[config.mk]
export PLATFORM = sky130hd
export DESIGN_NAME = id_ex_stage_flat
export DESIGN_NICKNAME = d
export VERILOG_FILES = /design/src/rtl/id_ex_stage_if.sv /design/src/rtl/id_ex_stage.sv /design/src/flat_wrapper.sv
export SDC_FILE = /design/constraint.sdc
export NUM_CORES = 1
export LEC_CHECK = 0
export BUFFER_PORTS_ARGS = -buffer_cell sky130_fd_sc_hd__buf_2
export CORE_AREA = 2 2 134 136
export CTS_CLUSTER_DIAMETER = 120
export DETAILED_ROUTE_END_ITERATION = 7
export DIE_AREA = 0 0 136 138
export PLACE_DENSITY = 0.69
export SLEW_MARGIN = 10
export SYNTH_ARGS = -nofsm -noshare
export SYNTH_HDL_FRONTEND = slang
export SYNTH_SLANG_ARGS = --single-unit
export TNS_END_PERCENT = 20
[constraint.sdc]
create_clock -name clk -period 2.85 [get_ports clk]
set_input_delay 0.4275 -clock clk [delete_from_list [all_inputs] [get_ports clk]]
set_output_delay 0.4275 -clock clk [all_outputs]
set_load 0.05 [all_outputs]
[src/rtl/id_ex_stage_if.sv]
// ID -> EX bus: decoded control word, operands and specifiers entering the
// stage, and their registered copies leaving it.
interface id_ex_stage_if #(
  parameter int unsigned DATA_W = 32
);
  logic              id_valid;
  logic              id_reg_dst;
  logic              id_jump;
  logic              id_branch;
  logic              id_mem_to_reg;
  logic              id_alu_src;
  logic              id_reg_write;
  logic [1:0]        id_mem_read;
  logic [1:0]        id_mem_write;
  logic [3:0]        id_alu_op;
  logic [DATA_W-1:0] id_pc_plus4;
  logic [DATA_W-1:0] id_rd1;
  logic [DATA_W-1:0] id_rd2;
  logic [DATA_W-1:0] id_imm;
  logic [4:0]        id_rs;
  logic [4:0]        id_rt;
  logic [4:0]        id_rd;
  logic              id_uses_rt;

  logic              ex_valid;
  logic              ex_reg_dst;
  logic              ex_jump;
  logic              ex_branch;
  logic              ex_mem_to_reg;
  logic              ex_alu_src;
  logic              ex_reg_write;
  logic [1:0]        ex_mem_read;
  logic [1:0]        ex_mem_write;
  logic [3:0]        ex_alu_op;
  logic [DATA_W-1:0] ex_pc_plus4;
  logic [DATA_W-1:0] ex_rd1;
  logic [DATA_W-1:0] ex_rd2;
  logic [DATA_W-1:0] ex_imm;
  logic [4:0]        ex_rs;
  logic [4:0]        ex_rt;
  logic [4:0]        ex_rd;
  logic [4:0]        ex_dest;

  // Decode side: drives the ID fields, observes the EX copies.
  modport master (
    output id_valid, id_reg_dst, id_jump, id_branch, id_mem_to_reg, id_alu_src,
           id_reg_write, id_mem_read, id_mem_write, id_alu_op, id_pc_plus4,
           id_rd1, id_rd2, id_imm, id_rs, id_rt, id_rd, id_uses_rt,
    input  ex_valid, ex_reg_dst, ex_jump, ex_branch, ex_mem_to_reg, ex_alu_src,
           ex_reg_write, ex_mem_read, ex_mem_write, ex_alu_op, ex_pc_plus4,
           ex_rd1, ex_rd2, ex_imm, ex_rs, ex_rt, ex_rd, ex_dest
  );

  // Pipeline register side.
  modport slave (
    input  id_valid, id_reg_dst, id_jump, id_branch, id_mem_to_reg, id_alu_src,
           id_reg_write, id_mem_read, id_mem_write, id_alu_op, id_pc_plus4,
           id_rd1, id_rd2, id_imm, id_rs, id_rt, id_rd, id_uses_rt,
    output ex_valid, ex_reg_dst, ex_jump, ex_branch, ex_mem_to_reg, ex_alu_src,
           ex_reg_write, ex_mem_read, ex_mem_write, ex_alu_op, ex_pc_plus4,
           ex_rd1, ex_rd2, ex_imm, ex_rs, ex_rt, ex_rd, ex_dest
  );
endinterface

[src/rtl/id_ex_stage.sv]
// ID/EX pipeline register with load-use hazard detection, bubble injection
// (flush / stall / invalid ID), hold, and a saturating bubble counter.
module id_ex_stage #(
  parameter int unsigned DATA_W = 32,
  parameter int unsigned CNT_W  = 16
) (
  input  logic             clk,
  input  logic             rst_n,
  id_ex_stage_if.slave     bus,
  input  logic             flush,
  input  logic             hold,
  output logic             load_use_stall,
  output logic             pc_write,
  output logic             if_id_write,
  output logic [CNT_W-1:0] bubble_count
);

  logic              valid_q, reg_dst_q, jump_q, branch_q, mem_to_reg_q;
  logic              alu_src_q, reg_write_q;
  logic [1:0]        mem_read_q, mem_write_q;
  logic [3:0]        alu_op_q;
  logic [DATA_W-1:0] pc_plus4_q, rd1_q, rd2_q, imm_q;
  logic [4:0]        rs_q, rt_q, rd_q, dest_q;

  logic load_en;
  logic bubble;
  logic count_en;

  // Hazard: a load in EX writing a register the ID instruction reads.
  always_comb begin
    load_use_stall = valid_q & (mem_read_q != 2'b00) & reg_write_q &
                     (dest_q != 5'd0) & bus.id_valid &
                     ((dest_q == bus.id_rs) |
                      (bus.id_uses_rt & (dest_q == bus.id_rt)));
    pc_write    = ~(load_use_stall | hold);
    if_id_write = ~(load_use_stall | hold);
    // flush overrides hold; an invalid ID slot becomes an uncounted bubble.
    load_en  = flush | ~hold;
    bubble   = flush | load_use_stall | ~bus.id_valid;
    count_en = flush | (~hold & load_use_stall);
  end

  // Pipeline register: data/specifiers always load; controls are forced to
  // constants on a bubble so unknown decoder outputs never reach EX.
  always_ff @(posedge clk or negedge rst_n) begin
    if (!rst_n) begin
      valid_q      <= 1'b0;
      reg_dst_q    <= 1'b0;
      jump_q       <= 1'b0;
      branch_q     <= 1'b0;
      mem_to_reg_q <= 1'b0;
      alu_src_q    <= 1'b0;
      reg_write_q  <= 1'b0;
      mem_read_q   <= '0;
      mem_write_q  <= '0;
      alu_op_q     <= '0;
      pc_plus4_q   <= '0;
      rd1_q        <= '0;
      rd2_q        <= '0;
      imm_q        <= '0;
      rs_q         <= '0;
      rt_q         <= '0;
      rd_q         <= '0;
      dest_q       <= '0;
    end else if (load_en) begin
      pc_plus4_q <= bus.id_pc_plus4;
      rd1_q      <= bus.id_rd1;
      rd2_q      <= bus.id_rd2;
      imm_q      <= bus.id_imm;
      rs_q       <= bus.id_rs;
      rt_q       <= bus.id_rt;
      rd_q       <= bus.id_rd;
      if (bubble) begin
        valid_q      <= 1'b0;
        reg_dst_q    <= 1'b0;
        jump_q       <= 1'b0;
        branch_q     <= 1'b0;
        mem_to_reg_q <= 1'b0;
        alu_src_q    <= 1'b0;
        reg_write_q  <= 1'b0;
        mem_read_q   <= '0;
        mem_write_q  <= '0;
        alu_op_q     <= '0;
        // reg_dst is 0 in a bubble, so the destination tracks rt.
        dest_q       <= bus.id_rt;
      end else begin
        valid_q      <= 1'b1;
        reg_dst_q    <= bus.id_reg_dst;
        jump_q       <= bus.id_jump;
        branch_q     <= bus.id_branch;
        mem_to_reg_q <= bus.id_mem_to_reg;
        alu_src_q    <= bus.id_alu_src;
        reg_write_q  <= bus.id_reg_write;
        mem_read_q   <= bus.id_mem_read;
        mem_write_q  <= bus.id_mem_write;
        alu_op_q     <= bus.id_alu_op;
        dest_q       <= bus.id_reg_dst ? bus.id_rd : bus.id_rt;
      end
    end
  end

  // Saturating count of bubbles injected by flush or load-use stall.
  always_ff @(posedge clk or negedge rst_n) begin
    if (!rst_n) begin
      bubble_count <= '0;
    end else if (count_en && (bubble_count != '1)) begin
      bubble_count <= bubble_count + 1'b1;
    end
  end

  // Drive the EX-side bus from the pipeline registers.
  always_comb begin
    bus.ex_valid      = valid_q;
    bus.ex_reg_dst    = reg_dst_q;
    bus.ex_jump       = jump_q;
    bus.ex_branch     = branch_q;
    bus.ex_mem_to_reg = mem_to_reg_q;
    bus.ex_alu_src    = alu_src_q;
    bus.ex_reg_write  = reg_write_q;
    bus.ex_mem_read   = mem_read_q;
    bus.ex_mem_write  = mem_write_q;
    bus.ex_alu_op     = alu_op_q;
    bus.ex_pc_plus4   = pc_plus4_q;
    bus.ex_rd1        = rd1_q;
    bus.ex_rd2        = rd2_q;
    bus.ex_imm        = imm_q;
    bus.ex_rs         = rs_q;
    bus.ex_rt         = rt_q;
    bus.ex_rd         = rd_q;
    bus.ex_dest       = dest_q;
  end

endmodule

[src/flat_wrapper.sv]
// flat-port wrapper written by rule: the top's interface ports become plain ports
module id_ex_stage_flat 
#(
  parameter int unsigned DATA_W = 32,
  parameter int unsigned CNT_W  = 16
)
  (clk, rst_n, flush, hold, load_use_stall, pc_write, if_id_write, bubble_count, bus_id_valid, bus_id_reg_dst, bus_id_jump, bus_id_branch, bus_id_mem_to_reg, bus_id_alu_src, bus_id_reg_write, bus_id_mem_read, bus_id_mem_write, bus_id_alu_op, bus_id_pc_plus4, bus_id_rd1, bus_id_rd2, bus_id_imm, bus_id_rs, bus_id_rt, bus_id_rd, bus_id_uses_rt, bus_ex_valid, bus_ex_reg_dst, bus_ex_jump, bus_ex_branch, bus_ex_mem_to_reg, bus_ex_alu_src, bus_ex_reg_write, bus_ex_mem_read, bus_ex_mem_write, bus_ex_alu_op, bus_ex_pc_plus4, bus_ex_rd1, bus_ex_rd2, bus_ex_imm, bus_ex_rs, bus_ex_rt, bus_ex_rd, bus_ex_dest);
  id_ex_stage_if #(.DATA_W(DATA_W)) bus_i ();
  input  logic clk;
  input  logic rst_n;
  input  logic flush;
  input  logic hold;
  output logic load_use_stall;
  output logic pc_write;
  output logic if_id_write;
  output logic [CNT_W-1:0] bubble_count;
  input wire logic [$bits(bus_i.id_valid)-1:0] bus_id_valid;
  input wire logic [$bits(bus_i.id_reg_dst)-1:0] bus_id_reg_dst;
  input wire logic [$bits(bus_i.id_jump)-1:0] bus_id_jump;
  input wire logic [$bits(bus_i.id_branch)-1:0] bus_id_branch;
  input wire logic [$bits(bus_i.id_mem_to_reg)-1:0] bus_id_mem_to_reg;
  input wire logic [$bits(bus_i.id_alu_src)-1:0] bus_id_alu_src;
  input wire logic [$bits(bus_i.id_reg_write)-1:0] bus_id_reg_write;
  input wire logic [$bits(bus_i.id_mem_read)-1:0] bus_id_mem_read;
  input wire logic [$bits(bus_i.id_mem_write)-1:0] bus_id_mem_write;
  input wire logic [$bits(bus_i.id_alu_op)-1:0] bus_id_alu_op;
  input wire logic [$bits(bus_i.id_pc_plus4)-1:0] bus_id_pc_plus4;
  input wire logic [$bits(bus_i.id_rd1)-1:0] bus_id_rd1;
  input wire logic [$bits(bus_i.id_rd2)-1:0] bus_id_rd2;
  input wire logic [$bits(bus_i.id_imm)-1:0] bus_id_imm;
  input wire logic [$bits(bus_i.id_rs)-1:0] bus_id_rs;
  input wire logic [$bits(bus_i.id_rt)-1:0] bus_id_rt;
  input wire logic [$bits(bus_i.id_rd)-1:0] bus_id_rd;
  input wire logic [$bits(bus_i.id_uses_rt)-1:0] bus_id_uses_rt;
  output wire logic [$bits(bus_i.ex_valid)-1:0] bus_ex_valid;
  output wire logic [$bits(bus_i.ex_reg_dst)-1:0] bus_ex_reg_dst;
  output wire logic [$bits(bus_i.ex_jump)-1:0] bus_ex_jump;
  output wire logic [$bits(bus_i.ex_branch)-1:0] bus_ex_branch;
  output wire logic [$bits(bus_i.ex_mem_to_reg)-1:0] bus_ex_mem_to_reg;
  output wire logic [$bits(bus_i.ex_alu_src)-1:0] bus_ex_alu_src;
  output wire logic [$bits(bus_i.ex_reg_write)-1:0] bus_ex_reg_write;
  output wire logic [$bits(bus_i.ex_mem_read)-1:0] bus_ex_mem_read;
  output wire logic [$bits(bus_i.ex_mem_write)-1:0] bus_ex_mem_write;
  output wire logic [$bits(bus_i.ex_alu_op)-1:0] bus_ex_alu_op;
  output wire logic [$bits(bus_i.ex_pc_plus4)-1:0] bus_ex_pc_plus4;
  output wire logic [$bits(bus_i.ex_rd1)-1:0] bus_ex_rd1;
  output wire logic [$bits(bus_i.ex_rd2)-1:0] bus_ex_rd2;
  output wire logic [$bits(bus_i.ex_imm)-1:0] bus_ex_imm;
  output wire logic [$bits(bus_i.ex_rs)-1:0] bus_ex_rs;
  output wire logic [$bits(bus_i.ex_rt)-1:0] bus_ex_rt;
  output wire logic [$bits(bus_i.ex_rd)-1:0] bus_ex_rd;
  output wire logic [$bits(bus_i.ex_dest)-1:0] bus_ex_dest;
  assign bus_i.id_valid = bus_id_valid;
  assign bus_i.id_reg_dst = bus_id_reg_dst;
  assign bus_i.id_jump = bus_id_jump;
  assign bus_i.id_branch = bus_id_branch;
  assign bus_i.id_mem_to_reg = bus_id_mem_to_reg;
  assign bus_i.id_alu_src = bus_id_alu_src;
  assign bus_i.id_reg_write = bus_id_reg_write;
  assign bus_i.id_mem_read = bus_id_mem_read;
  assign bus_i.id_mem_write = bus_id_mem_write;
  assign bus_i.id_alu_op = bus_id_alu_op;
  assign bus_i.id_pc_plus4 = bus_id_pc_plus4;
  assign bus_i.id_rd1 = bus_id_rd1;
  assign bus_i.id_rd2 = bus_id_rd2;
  assign bus_i.id_imm = bus_id_imm;
  assign bus_i.id_rs = bus_id_rs;
  assign bus_i.id_rt = bus_id_rt;
  assign bus_i.id_rd = bus_id_rd;
  assign bus_i.id_uses_rt = bus_id_uses_rt;
  assign bus_ex_valid = bus_i.ex_valid;
  assign bus_ex_reg_dst = bus_i.ex_reg_dst;
  assign bus_ex_jump = bus_i.ex_jump;
  assign bus_ex_branch = bus_i.ex_branch;
  assign bus_ex_mem_to_reg = bus_i.ex_mem_to_reg;
  assign bus_ex_alu_src = bus_i.ex_alu_src;
  assign bus_ex_reg_write = bus_i.ex_reg_write;
  assign bus_ex_mem_read = bus_i.ex_mem_read;
  assign bus_ex_mem_write = bus_i.ex_mem_write;
  assign bus_ex_alu_op = bus_i.ex_alu_op;
  assign bus_ex_pc_plus4 = bus_i.ex_pc_plus4;
  assign bus_ex_rd1 = bus_i.ex_rd1;
  assign bus_ex_rd2 = bus_i.ex_rd2;
  assign bus_ex_imm = bus_i.ex_imm;
  assign bus_ex_rs = bus_i.ex_rs;
  assign bus_ex_rt = bus_i.ex_rt;
  assign bus_ex_rd = bus_i.ex_rd;
  assign bus_ex_dest = bus_i.ex_dest;
  id_ex_stage #(.DATA_W(DATA_W), .CNT_W(CNT_W)) u_core (.clk(clk), .rst_n(rst_n), .bus(bus_i), .flush(flush), .hold(hold), .load_use_stall(load_use_stall), .pc_write(pc_write), .if_id_write(if_id_write), .bubble_count(bubble_count));
endmodule
## Word level (Yosys, flattened, before mapping)

Index checks and enable logic that the tools add are counted.

| cells by class | value |
|---|---|
| add/subtract/negate cells | 1 |
| eq/ne operators | 3 |
| mux-type cells | 12 |
| bitwise gates (word level) | 16 |
| reduce and logical (&&, ||, !) cells | 3 |

Operators with widths:

| cell | number |
|---|---|
| adder 16 x 1 -> 16 bit, second input constant | 1 |
| inequality test 16 bit, second input constant | 1 |
| == test 5 bit | 2 |
| 2-to-1 mux 5 bit | 2 |
| AND 1 bit | 7 |
| 2-to-1 mux 1 bit | 7 |
| bitwise OR 1 bit | 6 |
| nonzero test 5 bit | 1 |
| 2-to-1 mux 2 bit | 2 |
| 2-to-1 mux 4 bit | 1 |
| inverter 1 bit | 3 |
| nonzero test 2 bit | 1 |
| logical AND 1 bit | 1 |

| word-level totals | value |
|---|---|
| bits in registers | 179 |
| bits of input ports | 163 |
| output and inout bits | 182 |
| word-level logic and storage cells | 54 |

## Logic depth before layout (Yosys ltp)

| logic depth | value |
|---|---|
| word-level depth | 9 |
| gate-level depth with buffers | 9 |
| mapped depth without buffers | 7 |

## Worst setup path before layout

OpenSTA, ideal clock, no wires.

| timing path | value |
|---|---|
| kind | flip-flop to output port |
| start | register u_core.dest_q[4] (netlist: u_core.bus.ex_dest[4]) |
| end | output port pc_write |
| data arrival time | 2.632 ns |
| setup slack | -0.209 ns |
| cell stages (with the launch flop) | 7 |
| buffers on the path | 1 |
| cell sequence | dfrtp_1 -> xor2_1 -> nor4_1 -> a32oi_2 -> nor2_2 -> nor2_1 -> buf_4 |

| between the ends | value |
|---|---|
| cells in the longest elaborated chain, start to end | 6 |
| elaborated cells between the ends (all ways) | 10 |

Ends and longest elaborated chain:

| element | RTL line | RTL |
|---|---|---|
| from (decl) | id_ex_stage.sv:23 | `logic [4:0] rs_q, rt_q, rd_q, dest_q;` |
| from (signal assigned) | id_ex_stage.sv:85 | `dest_q <= bus.id_rt;` |
| from (signal assigned) | id_ex_stage.sv:97 | `dest_q <= bus.id_reg_dst ? bus.id_rd : bus.id_rt;` |
| == test 5 bit or nonzero test 5 bit (tied branches) | id_ex_stage.sv:34, id_ex_stage.sv:32 |  |
| AND 1 bit (on tied branches) | id_ex_stage.sv:34, id_ex_stage.sv:31 |  |
| bitwise OR 1 bit or AND 1 bit (tied branches) | id_ex_stage.sv:33, id_ex_stage.sv:32 |  |
| AND 1 bit (*) | id_ex_stage.sv:32 | `(dest_q != 5'd0) & bus.id_valid &` |
| net load_use_stall | flat_wrapper.sv:13 | `output logic load_use_stall;` |
| bitwise OR 1 bit (*) | - |  |
| inverter 1 bit (*) | - |  |
| to (decl) | flat_wrapper.sv:14 | `output logic pc_write;` |

The timed path passes the listed nets; every way through them passes the cells marked *.

## Worst setup path in the final report

| timing path | value |
|---|---|
| start | register u_core.dest_q[4] (netlist: u_core.bus.ex_dest[4]) |
| end | output port load_use_stall |

| between the ends | value |
|---|---|
| cells in the longest elaborated chain, start to end | 4 |
| elaborated cells between the ends (all ways) | 8 |

Ends and longest elaborated chain:

| element | RTL line |
|---|---|
| == test 5 bit or nonzero test 5 bit (tied branches) | id_ex_stage.sv:34, id_ex_stage.sv:32 |
| AND 1 bit (on tied branches) | id_ex_stage.sv:34, id_ex_stage.sv:31 |
| bitwise OR 1 bit or AND 1 bit (tied branches) | id_ex_stage.sv:33, id_ex_stage.sv:32 |
| AND 1 bit (*) | id_ex_stage.sv:32 |
| to (decl) | flat_wrapper.sv:13 |

Mark *: on every way between the ends. The rest lies on a longest branch, timed or not.

==> impl_metrics.json <==
{
  "fin_setup_tns_ns": 0,
  "dpl_cell_area_sq_mm": 0.00898,
  "numCtsBuffers": 17,
  "critPathLaunchType": "flop",
  "crit_path_cell_trace": "xor2_1 > nor4_1 > a32oi_2 > nor2_4 > buf_2",
  "crit_slowest_cell": "dfrtp_1",
  "setup_viol": 0,
  "cts.sinks": 179,
  "grt_max_degree": 142,
  "final_layout_size_suffix_gt1_share_pct": 36.0,
  "htree_num_levels": 4,
  "cts.repair.resized": 0,
  "min_period_over_period_pct": 93.8,
  "tightest_slew_ns": 0.979,
  "ir_drop_mv": 0.457,
  "maxSlewViolCount": 0,
  "min_path_type": "in2reg",
  "outcome": "finished clean",
  "hold_viol_final": 0,
  "viasPerCell": 4.61,
  "synth_seq_area_share_pct": 63.9,
  "dp.cells": 1287,
  "design_area_sq_mm": 0.00956,
  "cts.clk_slew.worst_paths_ns": 0.07,
  "critPathArrivalTime_ns": 2.24,
  "clock_latency_ns": 0.42,
  "die_y_um": 138,
  "tritoncts": "built",
  "maxUsedRoutingLayer": "met5",
  "required_ns": 2.42,
  "cp_max_fo": 5,
  "crit_buf_inv": 1,
  "cts_root_buf": "clkbuf_16",
  "post_cts_buffers": 0,
  "hold_end": "u_core.bus.ex_rd1[24]$_DFFE_PN0P_",
  "grt_pass1_wl_um": 30200,
  "critPathMaxStageDelay_ns": 0.44,
  "utilization_pct": 54.5,
  "worst_setup_path_end_kind": "output pin",
  "layout.nets": 1242,
  "wl_met1_um": 7820,
  "grt.overflow.total": 0,
  "holdCritStartpoint": "bus_id_rd1[24]",
  "ys_seq_elements": 179,
  "dr.first_iter.drc_count": 322,
  "met3_length_um": 1620,
  "wl_per_cell_um": 14.2,
  "coreArea_sq_mm": 0.0175,
  "antenna_found_initial": 2,
  "syn_nets": 910,
  "track_usage_pct": 20.3,
  "r2r_start": "u_core.bus.ex_dest[0]$_DFFE_PN0P_",
  "p_leak_nw": 5.45,
  "syn_area_sq_mm": 0.00701,
  "vias": 6079,
  "drc": 0,
  "cts_hold_buf": 1,
  "rrSetupSlack_ns": 0.35,
  "pwr_density_cell_mw_per_mm2": 717,
  "dieArea_sq_mm": 0.0188,
  "power_mw": 6.86,
  "drt_first_pass_iters": 6,
  "drtAntennaViolNets": 0,
  "dp_hpwl_um": 13500,
  "die_w_um": 136,
  "first_global_vias": 5955,
  "yosysWarnings": 0,
  "max_cap_violations": 0,
  "period_needed_ns": 2.67,
  "crit_family": "simple AND/OR/NAND/NOR gates",
  "fmax_mhz": 374,
  "worstReg2RegEnd": "u_core.bus.ex_mem_to_reg$_DFFE_PN0P_",
  "syn-instance-count": 746,
  "r2r.worst_path.cells": 5,
  "fin_skew_ns": 0.00617,
  "slew_headroom_pct": 34.5,
  "cts_buffer_depth": 2,
  "finalWeightedCongestion": 0.884,
  "num_io_pins": 345,
  "crit_type": "reg2out",
  "routed_wl_um": 18800,
  "area_growth_pct": 36.4,
  "start_util_pct": 40.0,
  "rsz0062_at_grt": "false",
  "postSynthAreaPerCell_sq_um": 9.40,
  "port_buffers": 344,
  "rows": 49,
  "synthDistinctLibCells": 32,
  "instances_no_fill": 1320,
  "wl_met2_um": 8820,
  "hold_depth": 3
}
-- metal layers --
layer | GRT usage (%) | vias up
li1 | - | 2992
met1 | 25.5 | 2780
met2 | 32.5 | 269
met3 | 6.71 | 36
met4 | 7.57 | 2
met5 | 0 | -
-- Yosys cell counts (all sizes together) --
master   instances  area, sq um
nor3             2         10.0
o21ai            1         8.76
buf              6         45.0
nor2b            1         6.26
ha               1         12.5
a32oi            1         16.3
a21o             1         7.51
inv              2         7.51
o2111ai          1         15.0
nor4b            1         23.8
xor2            10         87.6
a22o            14          123
o211ai           5         37.5
nor2             4         17.5
o2111a           1         11.3
and3             3         18.8
or4              1         7.51
o22ai            1         20.0
dfrtp          179         4480
and4             3         28.8
nand4            5         31.3
nor4             1         6.26
nand3           13         65.1
mux2             1         11.3
clkbuf          32          120
a311o            1         10.0
nand2          440         1650
xnor2           15          131
-- worst reg2reg max path: cells and delay by family, from the launching register on --
family / cells / cell delay (ns)
AND/OR/NAND/NOR: 3 / 1.47
AO/OA/AOI/OAI: 2 / 0.51
flip-flops: 1 / 0.45
-- cells in the final DEF (no fill, tap or decap), types with 2 or more instances in the layout --
cell type / synthesis / routed
clkinv_4: 0 / 3
inv_1: 2 / 2
and3_1: 3 / 3
buf_2: 0 / 343
and4_1: 2 / 2
clkbuf_8: 0 / 2
xor2_1: 10 / 10
nand4_1: 5 / 5
dfrtp_1: 179 / 179
buf_4: 2 / 2
nand3_1: 13 / 13
nor3_1: 2 / 2
xnor2_1: 15 / 15
clkinvlp_4: 0 / 2
inv_6: 0 / 5
nand2_1: 440 / 439
clkbuf_16: 0 / 17
a22o_1: 14 / 14
o211ai_1: 5 / 5
nor2_1: 3 / 2
buf_12: 0 / 4
-- power by group --
part | switching [mW] | internal, mW | total, mW
Clock | 1.01 | 1.26 | 2.28
Combinational | 1.25 | 0.400 | 1.65
Sequential | 0.160 | 2.77 | 2.93
Total | 2.43 | 4.43 | 6.86
-- metrics by stage --
stage | worst slack, ns | hold WS [ns]
6_report | 0.178 | 0.196
5_1_grt | 0.142 | 0.187
4_1_cts | 0.183 | 0.178
3_5_place_dp | 0.384 | 0.416
3_3_place_gp | 0.452 | 0.412
2_1_floorplan | 0.113 | 0.132
-- area by class of cell --
class	count	area (sq um)
Clock inverter	12	120
Fill cell	1615	7970
Antenna cell	1	2.50
Timing Repair Buffer	351	1830
Multi-Input combinational cell	527	2380
Sequential cell	179	4480
Tap cell	229	287
Inverter	2	7.51
Clock buffer	19	453
-- worst max path at each step --
stage	from	endpoint	slack, ns	cells past startpoint
CTS	u_core.bus.ex_dest[4]$_DFFE_PN0P_	load_use_stall	0.18	5
finish	u_core.bus.ex_dest[4]$_DFFE_PN0P_	load_use_stall	0.18	5
floorplan	u_core.bus.ex_dest[0]$_DFFE_PN0P_	pc_write	0.11	5
detailed placement	u_core.bus.ex_dest[0]$_DFFE_PN0P_	u_core.bus.ex_mem_to_reg$_DFFE_PN0P_	0.38	5
global route	u_core.bus.ex_dest[4]$_DFFE_PN0P_	load_use_stall	0.14	5
global placement	u_core.bus.ex_dest[0]$_DFFE_PN0P_	u_core.bus.ex_branch$_DFFE_PN0P_	0.45	5
-- cells by family (layout without fill, tap and decap cells) --
family | Yosys count | in the layout | share of synthesized area, %
compound gates | 26 | 26 | 3.55
buf+inv | 40 | 384 | 2.46
fa+ha+maj | 1 | 1 | 0.178
other cells | 0 | 1 | 0
flops | 179 | 179 | 63.9
mux | 1 | 1 | 0.161
xor+xnor | 25 | 25 | 3.12
simple gates | 474 | 474 | 26.6
Note: power is estimated with default switching activity, not from simulation.
